$ cat config.mk
export PLATFORM = sky130hd
export DESIGN_NAME = layer_compositor
export DESIGN_NICKNAME = d
export VERILOG_FILES = /design/src/rtl/layer_compositor.sv
export SDC_FILE = /design/constraint.sdc
export NUM_CORES = 1
export LEC_CHECK = 0
export ABC_AREA = 1
export BUFFER_PORTS_ARGS = -buffer_cell sky130_fd_sc_hd__buf_2
export CAP_MARGIN = 20
export CORE_ASPECT_RATIO = 1.1
export CORE_MARGIN = 4
export CORE_UTILIZATION = 36
export CTS_CLUSTER_SIZE = 10
export DETAILED_ROUTE_END_ITERATION = 16
export PLACE_DENSITY = 0.52
export SLEW_MARGIN = 20
export SYNTH_ARGS = -nofsm -noshare
export SYNTH_HDL_FRONTEND = slang
export SYNTH_SLANG_ARGS = --single-unit
$ cat constraint.sdc
create_clock -name pixelClock -period 8.7 [get_ports pixelClock]
set_clock_uncertainty 0.1 [all_clocks]
set_input_delay 2.175 -clock pixelClock [delete_from_list [all_inputs] [get_ports pixelClock]]
set_output_delay 2.175 -clock pixelClock [all_outputs]
set_load 0.02 [all_outputs]
$ cat src/rtl/layer_compositor.sv
// Purpose: composites NUM_RECTS rectangle sprites and NUM_DIGITS 3x5 score digits over a background colour (optional dither: define GAMEOVER_DITHER_EN).
// Latency: inputs sampled at edge t, pixelOut/pixelValid for that pixel valid after edge t+3 (input register + S1 + S2 + S3).
// Backpressure: none; streaming at one pixel per pixelClock, the downstream timing generator must accept every cycle.
module layer_compositor #(
    parameter int                 COORD_W     = 16,
    parameter int                 COLOR_W     = 3,
    parameter int                 NUM_RECTS   = 4,
    parameter int                 NUM_DIGITS  = 2,
    parameter int                 DIGIT_SCALE = 12,
    parameter int                 DIGIT_X0    = 200,
    parameter int                 DIGIT_PITCH = 364,
    parameter int                 DIGIT_Y0    = 30,
    parameter logic [COLOR_W-1:0] DIGIT_COLOR = 3'b110,
    parameter logic [COLOR_W-1:0] DIM_COLOR   = 3'b111,
    localparam int                ADDR_W      = (NUM_RECTS > 1) ? $clog2(NUM_RECTS) : 1
) (
    input  logic                    pixelClock,
    input  logic                    resetN,
    input  logic                    frameStart,
    input  logic                    visibleArea,
    input  logic [COORD_W-1:0]      screenX,
    input  logic [COORD_W-1:0]      screenY,
    input  logic                    objWrEn,
    input  logic [ADDR_W-1:0]       objWrAddr,
    input  logic [COORD_W-1:0]      objWrX,
    input  logic [COORD_W-1:0]      objWrY,
    input  logic [COORD_W-1:0]      objWrW,
    input  logic [COORD_W-1:0]      objWrH,
    input  logic [COLOR_W-1:0]      objWrColor,
    input  logic                    objWrVisible,
    input  logic [4*NUM_DIGITS-1:0] digitValue,
    input  logic                    gameOver,
    input  logic [COLOR_W-1:0]      backgroundColor,
    output logic [COLOR_W-1:0]      pixelOut,
    output logic                    pixelValid
);

`ifdef GAMEOVER_DITHER_EN
    localparam bit DITHER_EN = 1'b1;
`else
    localparam bit DITHER_EN = 1'b0;
`endif

    typedef struct packed {
        logic [COORD_W-1:0] x;
        logic [COORD_W-1:0] y;
        logic [COORD_W-1:0] w;
        logic [COORD_W-1:0] h;
        logic [COLOR_W-1:0] color;
        logic               visible;
    } objEntry_t;

    // One extra bit so origin + size never wraps in the hit compare.
    typedef logic [COORD_W:0] coordExt_t;

    // 3x5 glyph row lookup, MSB = leftmost column; values above 9 are blank.
    function automatic logic [2:0] glyphRow(input logic [3:0] value, input logic [2:0] row);
        logic [14:0] glyph;
        case (value)
            4'd0:    glyph = {3'b111, 3'b101, 3'b101, 3'b101, 3'b111};
            4'd1:    glyph = {3'b010, 3'b010, 3'b010, 3'b010, 3'b010};
            4'd2:    glyph = {3'b111, 3'b001, 3'b111, 3'b100, 3'b111};
            4'd3:    glyph = {3'b111, 3'b001, 3'b111, 3'b001, 3'b111};
            4'd4:    glyph = {3'b101, 3'b101, 3'b111, 3'b001, 3'b001};
            4'd5:    glyph = {3'b111, 3'b100, 3'b111, 3'b001, 3'b111};
            4'd6:    glyph = {3'b111, 3'b100, 3'b111, 3'b101, 3'b111};
            4'd7:    glyph = {3'b111, 3'b001, 3'b001, 3'b001, 3'b001};
            4'd8:    glyph = {3'b111, 3'b101, 3'b111, 3'b101, 3'b111};
            4'd9:    glyph = {3'b111, 3'b101, 3'b111, 3'b001, 3'b001};
            default: glyph = '0;
        endcase
        glyphRow = glyph[(4 - int'(row)) * 3 +: 3];
    endfunction

    objEntry_t shadowTable [NUM_RECTS];
    objEntry_t activeTable [NUM_RECTS];
    objEntry_t wrEntry;
    logic      wrAccept;

    assign wrEntry  = '{x: objWrX, y: objWrY, w: objWrW, h: objWrH,
                        color: objWrColor, visible: objWrVisible};
    assign wrAccept = objWrEn && (int'(objWrAddr) < NUM_RECTS);

    // Shadow table takes writes any time; frameStart copies it to the active table, with same-cycle write bypass.
    always_ff @(posedge pixelClock or negedge resetN) begin
        if (!resetN) begin
            for (int i = 0; i < NUM_RECTS; i++) begin
                shadowTable[i] <= '0;
                activeTable[i] <= '0;
            end
        end else begin
            for (int i = 0; i < NUM_RECTS; i++) begin
                if (wrAccept && int'(objWrAddr) == i) begin
                    shadowTable[i] <= wrEntry;
                end
                if (frameStart) begin
                    activeTable[i] <= (wrAccept && int'(objWrAddr) == i) ? wrEntry : shadowTable[i];
                end
            end
        end
    end

    logic                    inVisible;
    logic [COORD_W-1:0]      inX;
    logic [COORD_W-1:0]      inY;
    logic [4*NUM_DIGITS-1:0] inDigits;
    logic                    inGameOver;
    logic [COLOR_W-1:0]      inBg;

    // Input register: captures the pixel and its per-pixel side information together.
    always_ff @(posedge pixelClock or negedge resetN) begin
        if (!resetN) begin
            inVisible  <= 1'b0;
            inX        <= '0;
            inY        <= '0;
            inDigits   <= '0;
            inGameOver <= 1'b0;
            inBg       <= '0;
        end else begin
            inVisible  <= visibleArea;
            inX        <= screenX;
            inY        <= screenY;
            inDigits   <= digitValue;
            inGameOver <= gameOver;
            inBg       <= backgroundColor;
        end
    end

    coordExt_t            xExt;
    coordExt_t            yExt;
    logic [NUM_RECTS-1:0] rectHitC;
    logic                 digitHitC;
    logic [COLOR_W-1:0]   bgC;
    logic                 colFound;
    logic                 rowFound;
    logic [1:0]           cellX;
    logic [2:0]           cellY;
    logic [3:0]           digitVal;
    logic [2:0]           glyphBits;
    coordExt_t            cellLo;

    assign xExt = coordExt_t'(inX);
    assign yExt = coordExt_t'(inY);

    // S1 rectangle hit test against the active table; zero width or height can never satisfy both bounds.
    always_comb begin
        rectHitC = '0;
        for (int i = 0; i < NUM_RECTS; i++) begin
            rectHitC[i] = activeTable[i].visible
                && xExt >= coordExt_t'(activeTable[i].x)
                && xExt <  coordExt_t'(activeTable[i].x) + coordExt_t'(activeTable[i].w)
                && yExt >= coordExt_t'(activeTable[i].y)
                && yExt <  coordExt_t'(activeTable[i].y) + coordExt_t'(activeTable[i].h);
        end
    end

    // S1 digit hit: locate the cell (last pixel of each cell pitch is a gap), then look up the glyph bit.
    always_comb begin
        digitHitC = 1'b0;
        colFound  = 1'b0;
        rowFound  = 1'b0;
        cellX     = '0;
        cellY     = '0;
        digitVal  = '0;
        glyphBits = '0;
        cellLo    = '0;
        for (int d = 0; d < NUM_DIGITS; d++) begin
            colFound = 1'b0;
            rowFound = 1'b0;
            cellX    = '0;
            cellY    = '0;
            digitVal = inDigits[4*d +: 4];
            for (int c = 0; c < 3; c++) begin
                cellLo = coordExt_t'(DIGIT_X0 + d * DIGIT_PITCH + c * DIGIT_SCALE);
                if (xExt >= cellLo && xExt < cellLo + coordExt_t'(DIGIT_SCALE - 1)) begin
                    colFound = 1'b1;
                    cellX    = 2'(c);
                end
            end
            for (int r = 0; r < 5; r++) begin
                cellLo = coordExt_t'(DIGIT_Y0 + r * DIGIT_SCALE);
                if (yExt >= cellLo && yExt < cellLo + coordExt_t'(DIGIT_SCALE - 1)) begin
                    rowFound = 1'b1;
                    cellY    = 3'(r);
                end
            end
            glyphBits = glyphRow(digitVal, cellY);
            if (colFound && rowFound && digitVal <= 4'd9 && glyphBits[2'd2 - cellX]) begin
                digitHitC = 1'b1;
            end
        end
    end

    // S1 background: checkerboard dim during game over when dithering is built in, plain colour otherwise.
    always_comb begin
        bgC = inBg;
        if (DITHER_EN && inGameOver) begin
            bgC = (inX[0] ^ inY[0]) ? DIM_COLOR : '0;
        end
    end

    logic [NUM_RECTS-1:0] s1RectHit;
    logic [COLOR_W-1:0]   s1RectColor [NUM_RECTS];
    logic                 s1DigitHit;
    logic                 s1Visible;
    logic [COLOR_W-1:0]   s1Bg;

    // S1 register: rect colours are captured with the hits so a commit cannot split a pixel's view of the table.
    always_ff @(posedge pixelClock or negedge resetN) begin
        if (!resetN) begin
            s1RectHit  <= '0;
            s1DigitHit <= 1'b0;
            s1Visible  <= 1'b0;
            s1Bg       <= '0;
            for (int i = 0; i < NUM_RECTS; i++) begin
                s1RectColor[i] <= '0;
            end
        end else begin
            s1RectHit  <= rectHitC;
            s1DigitHit <= digitHitC;
            s1Visible  <= inVisible;
            s1Bg       <= bgC;
            for (int i = 0; i < NUM_RECTS; i++) begin
                s1RectColor[i] <= activeTable[i].color;
            end
        end
    end

    logic               winHitC;
    logic [COLOR_W-1:0] winColorC;

    // S2 priority mux: digits beat every rect; scanning from the top index down leaves the lowest index winning.
    always_comb begin
        winHitC   = 1'b0;
        winColorC = '0;
        for (int i = NUM_RECTS - 1; i >= 0; i--) begin
            if (s1RectHit[i]) begin
                winHitC   = 1'b1;
                winColorC = s1RectColor[i];
            end
        end
        if (s1DigitHit) begin
            winHitC   = 1'b1;
            winColorC = DIGIT_COLOR;
        end
    end

    logic               s2Hit;
    logic [COLOR_W-1:0] s2Color;
    logic               s2Visible;
    logic [COLOR_W-1:0] s2Bg;

    // S2 register: winning layer colour (black included, it is opaque) travels with its hit flag.
    always_ff @(posedge pixelClock or negedge resetN) begin
        if (!resetN) begin
            s2Hit     <= 1'b0;
            s2Color   <= '0;
            s2Visible <= 1'b0;
            s2Bg      <= '0;
        end else begin
            s2Hit     <= winHitC;
            s2Color   <= winColorC;
            s2Visible <= s1Visible;
            s2Bg      <= s1Bg;
        end
    end

    // S3 output register: background where nothing hits, blanked outside the visible area.
    always_ff @(posedge pixelClock or negedge resetN) begin
        if (!resetN) begin
            pixelOut   <= '0;
            pixelValid <= 1'b0;
        end else begin
            pixelOut   <= s2Visible ? (s2Hit ? s2Color : s2Bg) : '0;
            pixelValid <= s2Visible;
        end
    end

endmodule
==> flow_metrics.env <==
export IMPL_status="finished, final reports clean"
export IMPL_period_minus_slack_ns=3.91
export IMPL_io_buffer_count=121
export IMPL_post_drt_wl_per_cell_um=18.4
export IMPL_synth_ff_type="dfrtp_1"
export IMPL_crit_cells=6
export IMPL_initial_core_util_pct=36.3
export IMPL_numClockSinks=621
export IMPL_fp_dieH_um=334
export IMPL_gp_congestion=0.852
export IMPL_track_usage_pct=19.2
export IMPL_clkLatencyLatePin_ns=0.63
export IMPL_cp_endpoint="activeTable[236]$_DFFE_PN0P_"
export IMPL_hold_worst_slack_ns=0.242
export IMPL_first_global_vias=27000
export IMPL_syn_nets=4375
export IMPL_ios=123
export IMPL_drt_total_wl_mm=97.3
export IMPL_slowest_delay_ns=0.72
export IMPL_ys_seq_area_share_pct=44.8
export IMPL_die_w_um=304
export IMPL_fin_setup_tns_ns=0
export IMPL_crit_chain="buf_2, nor2_1, nand2_4, buf_4, o21ai_0, mux2_2"
export IMPL_min_path_type="register to register"
export IMPL_syn_avg_cell_area_um2=8.99
export IMPL_drt_first_iter_violations=1459
export IMPL_grt_pass1_wl_mm=152
export IMPL_cts_resized=0
export IMPL_rrSetupSlack_ns=4.98
export IMPL_ys_ff_latch=621
export IMPL_drt_pass1_iterations=5
export IMPL_tightest_slew_ns=0.997
export IMPL_syn_to_final_growth_pct=12.5
export IMPL_synth_area_leaders="dfrtp_1 (45%), ha_1 (14%), nand2_1 (8.5%)"
export IMPL_finalNetCount=4493
export IMPL_post_cts_repair_setup_buffers=0
export IMPL_synthArstFlopShare_pct=100
export IMPL_grt_max_degree=177
export IMPL_r2r_start="activeTable[226]$_DFFE_PN0P_"
export IMPL_antenna_found_initial=2
export IMPL_root_buffer="clkbuf_16"
export IMPL_synthesis_area_mm2=0.0347
export IMPL_critPathBufInv=2
export IMPL_crit_fanout=83
export IMPL_htree_levels=3
export IMPL_drive_above_1_share_pct=10.4
export IMPL_drc_errors=0
export IMPL_cellLeakagePower_nw=19.1
export IMPL_worstPathRequired_ns=9.09
export IMPL_reg2reg_depth=14
export IMPL_rows=119
export IMPL_rsz0062_at_grt="false"
export IMPL_startpoint="objWrAddr[0]"
export IMPL_clk_pin_slew_ns=0.05
export IMPL_fp_dieArea_mm2=0.101
export IMPL_core_mm2=0.0957
export IMPL_path_class="primary input to register"
export IMPL_syn_inst=3860
export IMPL_slowest_stage="buf_4"
export IMPL_antenna_left=0
export IMPL_cts_buffers_inserted=76
export IMPL_powerDensity_mw_per_mm2=245
export IMPL_cpLargestDelayFamily="buffers and inverters"
export IMPL_synth_cell_type_count=42
export IMPL_vdd_drop_max_mv=0.147
export IMPL_synth_edff_count=0
export IMPL_via_per_inst=5.00
export IMPL_synth_top_cell_by_area="dfrtp_1"
export IMPL_clock_path_buffers=3
export IMPL_start_kind="primary input"
export IMPL_timing_final_hold_violations=0
export IMPL_slew_viol_final=0
export IMPL_max_cap_violations=0
export IMPL_gr_total_overflow=0
export IMPL_dp_hpwl_mm=70.5
export IMPL_timing_slew_headroom_pct=33.6
export IMPL_cp_data_arrival_time_ns=4.30
export IMPL_r2r_end="s1RectHit[0]$_DFF_PN0_"
export IMPL_via_count=26400
export IMPL_post_route_period_util_pct=44.9
export IMPL_max_freq_mhz=256
export IMPL_synth_top_area_share_pct=44.8
export IMPL_setup_viol=0
export IMPL_critPathCaptureType="register"
export IMPL_holdBufCountCts=0
export IMPL_ys_warn_count=0
export IMPL_cts_tree="built"
[Yosys cell counts (all sizes together) (13+ instances only)]
cell type / n
dfrtp: 621
o21ai: 528
nand2: 792
inv: 398
o211ai: 16
xnor2: 35
nand4: 33
nor2: 149
xor2: 63
buf: 19
clkbuf: 83
o21bai: 13
nor3: 63
a21oi: 286
ha: 388
nand3: 133
mux2: 152
[state kept, by name, indices dropped and copies added, names as in the netlist, 4 cells and up]
signal       cells
inY             16
inDigits         8
activeTable    272
shadowTable    272
s1RectColor     12
s1RectHit        4
inX             16
[worst register-to-register path: stages, from the launching register on]
cell      delay, ns
dfrtp_1        0.39
ha_1           0.37
a21oi_1        0.16
nand2_1        0.12
a21oi_1        0.40
o21ai_0        0.21
a21boi_0       0.42
o21ai_0        0.17
xor2_1         0.17
ha_1           0.19
a21oi_1        0.15
o21ai_0        0.12
a21oi_1        0.13
nand4_1        0.24
nor2_1         0.29
[worst min path at each step]
| stage | start | endpoint | slack [ns] | cells past startpoint |
|---|---|---|---|---|
| 3_3_place_gp | s1Visible$_DFF_PN0_ | s2Visible$_DFF_PN0_ | 0.23 | 0 |
| 4_1_cts | s1Bg[2]$_DFF_PN0_ | s2Bg[2]$_DFF_PN0_ | 0.25 | 0 |
| 5_1_grt | s1Bg[2]$_DFF_PN0_ | s2Bg[2]$_DFF_PN0_ | 0.25 | 0 |
| 2_1_floorplan | bgC[0]$_DFF_PN0_ | s1Bg[0]$_DFF_PN0_ | 0.23 | 0 |
| 6_report | s1Bg[2]$_DFF_PN0_ | s2Bg[2]$_DFF_PN0_ | 0.24 | 0 |
| 3_5_place_dp | s1Bg[2]$_DFF_PN0_ | s2Bg[2]$_DFF_PN0_ | 0.23 | 0 |
[layer usage]
layer / track usage, % / routed length, um / up-vias
li1: - / - / 13300
met2: 36.0 / 51100 / 361
met4: 5.61 / 2400 / 0
met3: 2.29 / 2720 / 141
met5: 0 / 0 / -
met1: 23.0 / 41100 / 12600
[power breakdown]
group / internal [mW] / total, mW / leakage (nW) / switching (mW)
Combinational: 1.17 / 2.97 / 10.2 / 1.80
Clock: 1.75 / 2.97 / 1.11 / 1.22
Sequential: 3.36 / 3.64 / 7.75 / 0.281
Total: 6.28 / 9.58 / 19.1 / 3.30
[metrics by stage]
step	total power [mW]	cell area (um2)	cells	setup slack, ns	utilization [%]
after floorplan	5.79	34700	3860	5.17	-
after global placement	6.63	36800	5170	4.17	38.4
after detailed placement	6.68	36800	5170	4.14	38.4
after CTS	9.72	39000	5282	4.80	40.8
after global routing	10.3	39000	5282	4.59	40.8
final	9.58	39000	5284	4.79	40.8
[logic make-up (layout without fill, tap and decap cells)]
family / after synthesis / count (layout) / synth area share (%)
and+or+nand+nor: 1190 / 1190 / 14.2
other: 0 / 2 / 0
adders and majority gates: 396 / 396 / 14.4
DFF: 621 / 621 / 44.8
AOI/OAI and AO/OA: 902 / 902 / 13.7
buffers and inverters: 501 / 653 / 5.46
xor gates and xnor gates: 98 / 98 / 2.47
muxes: 152 / 152 / 4.93
[cell type report]
| type | instances | area, um2 |
|---|---|---|
| Timing Repair Buffer | 142 | 833 |
| Multi-Input combinational cell | 2738 | 17300 |
| Fill cell | 9691 | 56700 |
| Clock inverter | 9 | 100 |
| Clock buffer | 103 | 2160 |
| Sequential cell | 621 | 15500 |
| Antenna cell | 2 | 5.00 |
| Inverter | 399 | 1500 |
| Tap cell | 1270 | 1590 |
[layout by cell type (no fill, tap or decap), types with 7 or more instances in the layout]
cell type / count
nand2_1: 783
dfrtp_1: 621
o21ai_0: 527
inv_1: 395
ha_1: 388
a21oi_1: 285
mux2_2: 152
nor2_1: 141
nand3_1: 129
buf_2: 119
clkbuf_16: 80
nor3_1: 63
xor2_1: 63
xnor2_1: 35
nand4_1: 32
buf_4: 17
o211ai_1: 16
clkbuf_1: 16
o21bai_1: 13
o2111ai_1: 12
nand3b_1: 11
o31ai_1: 10
a211oi_1: 10
fa_1: 8
o21a_1: 7
nand2_2: 7
clkbuf_8: 7
Note: power is estimated with default switching activity, not from simulation.
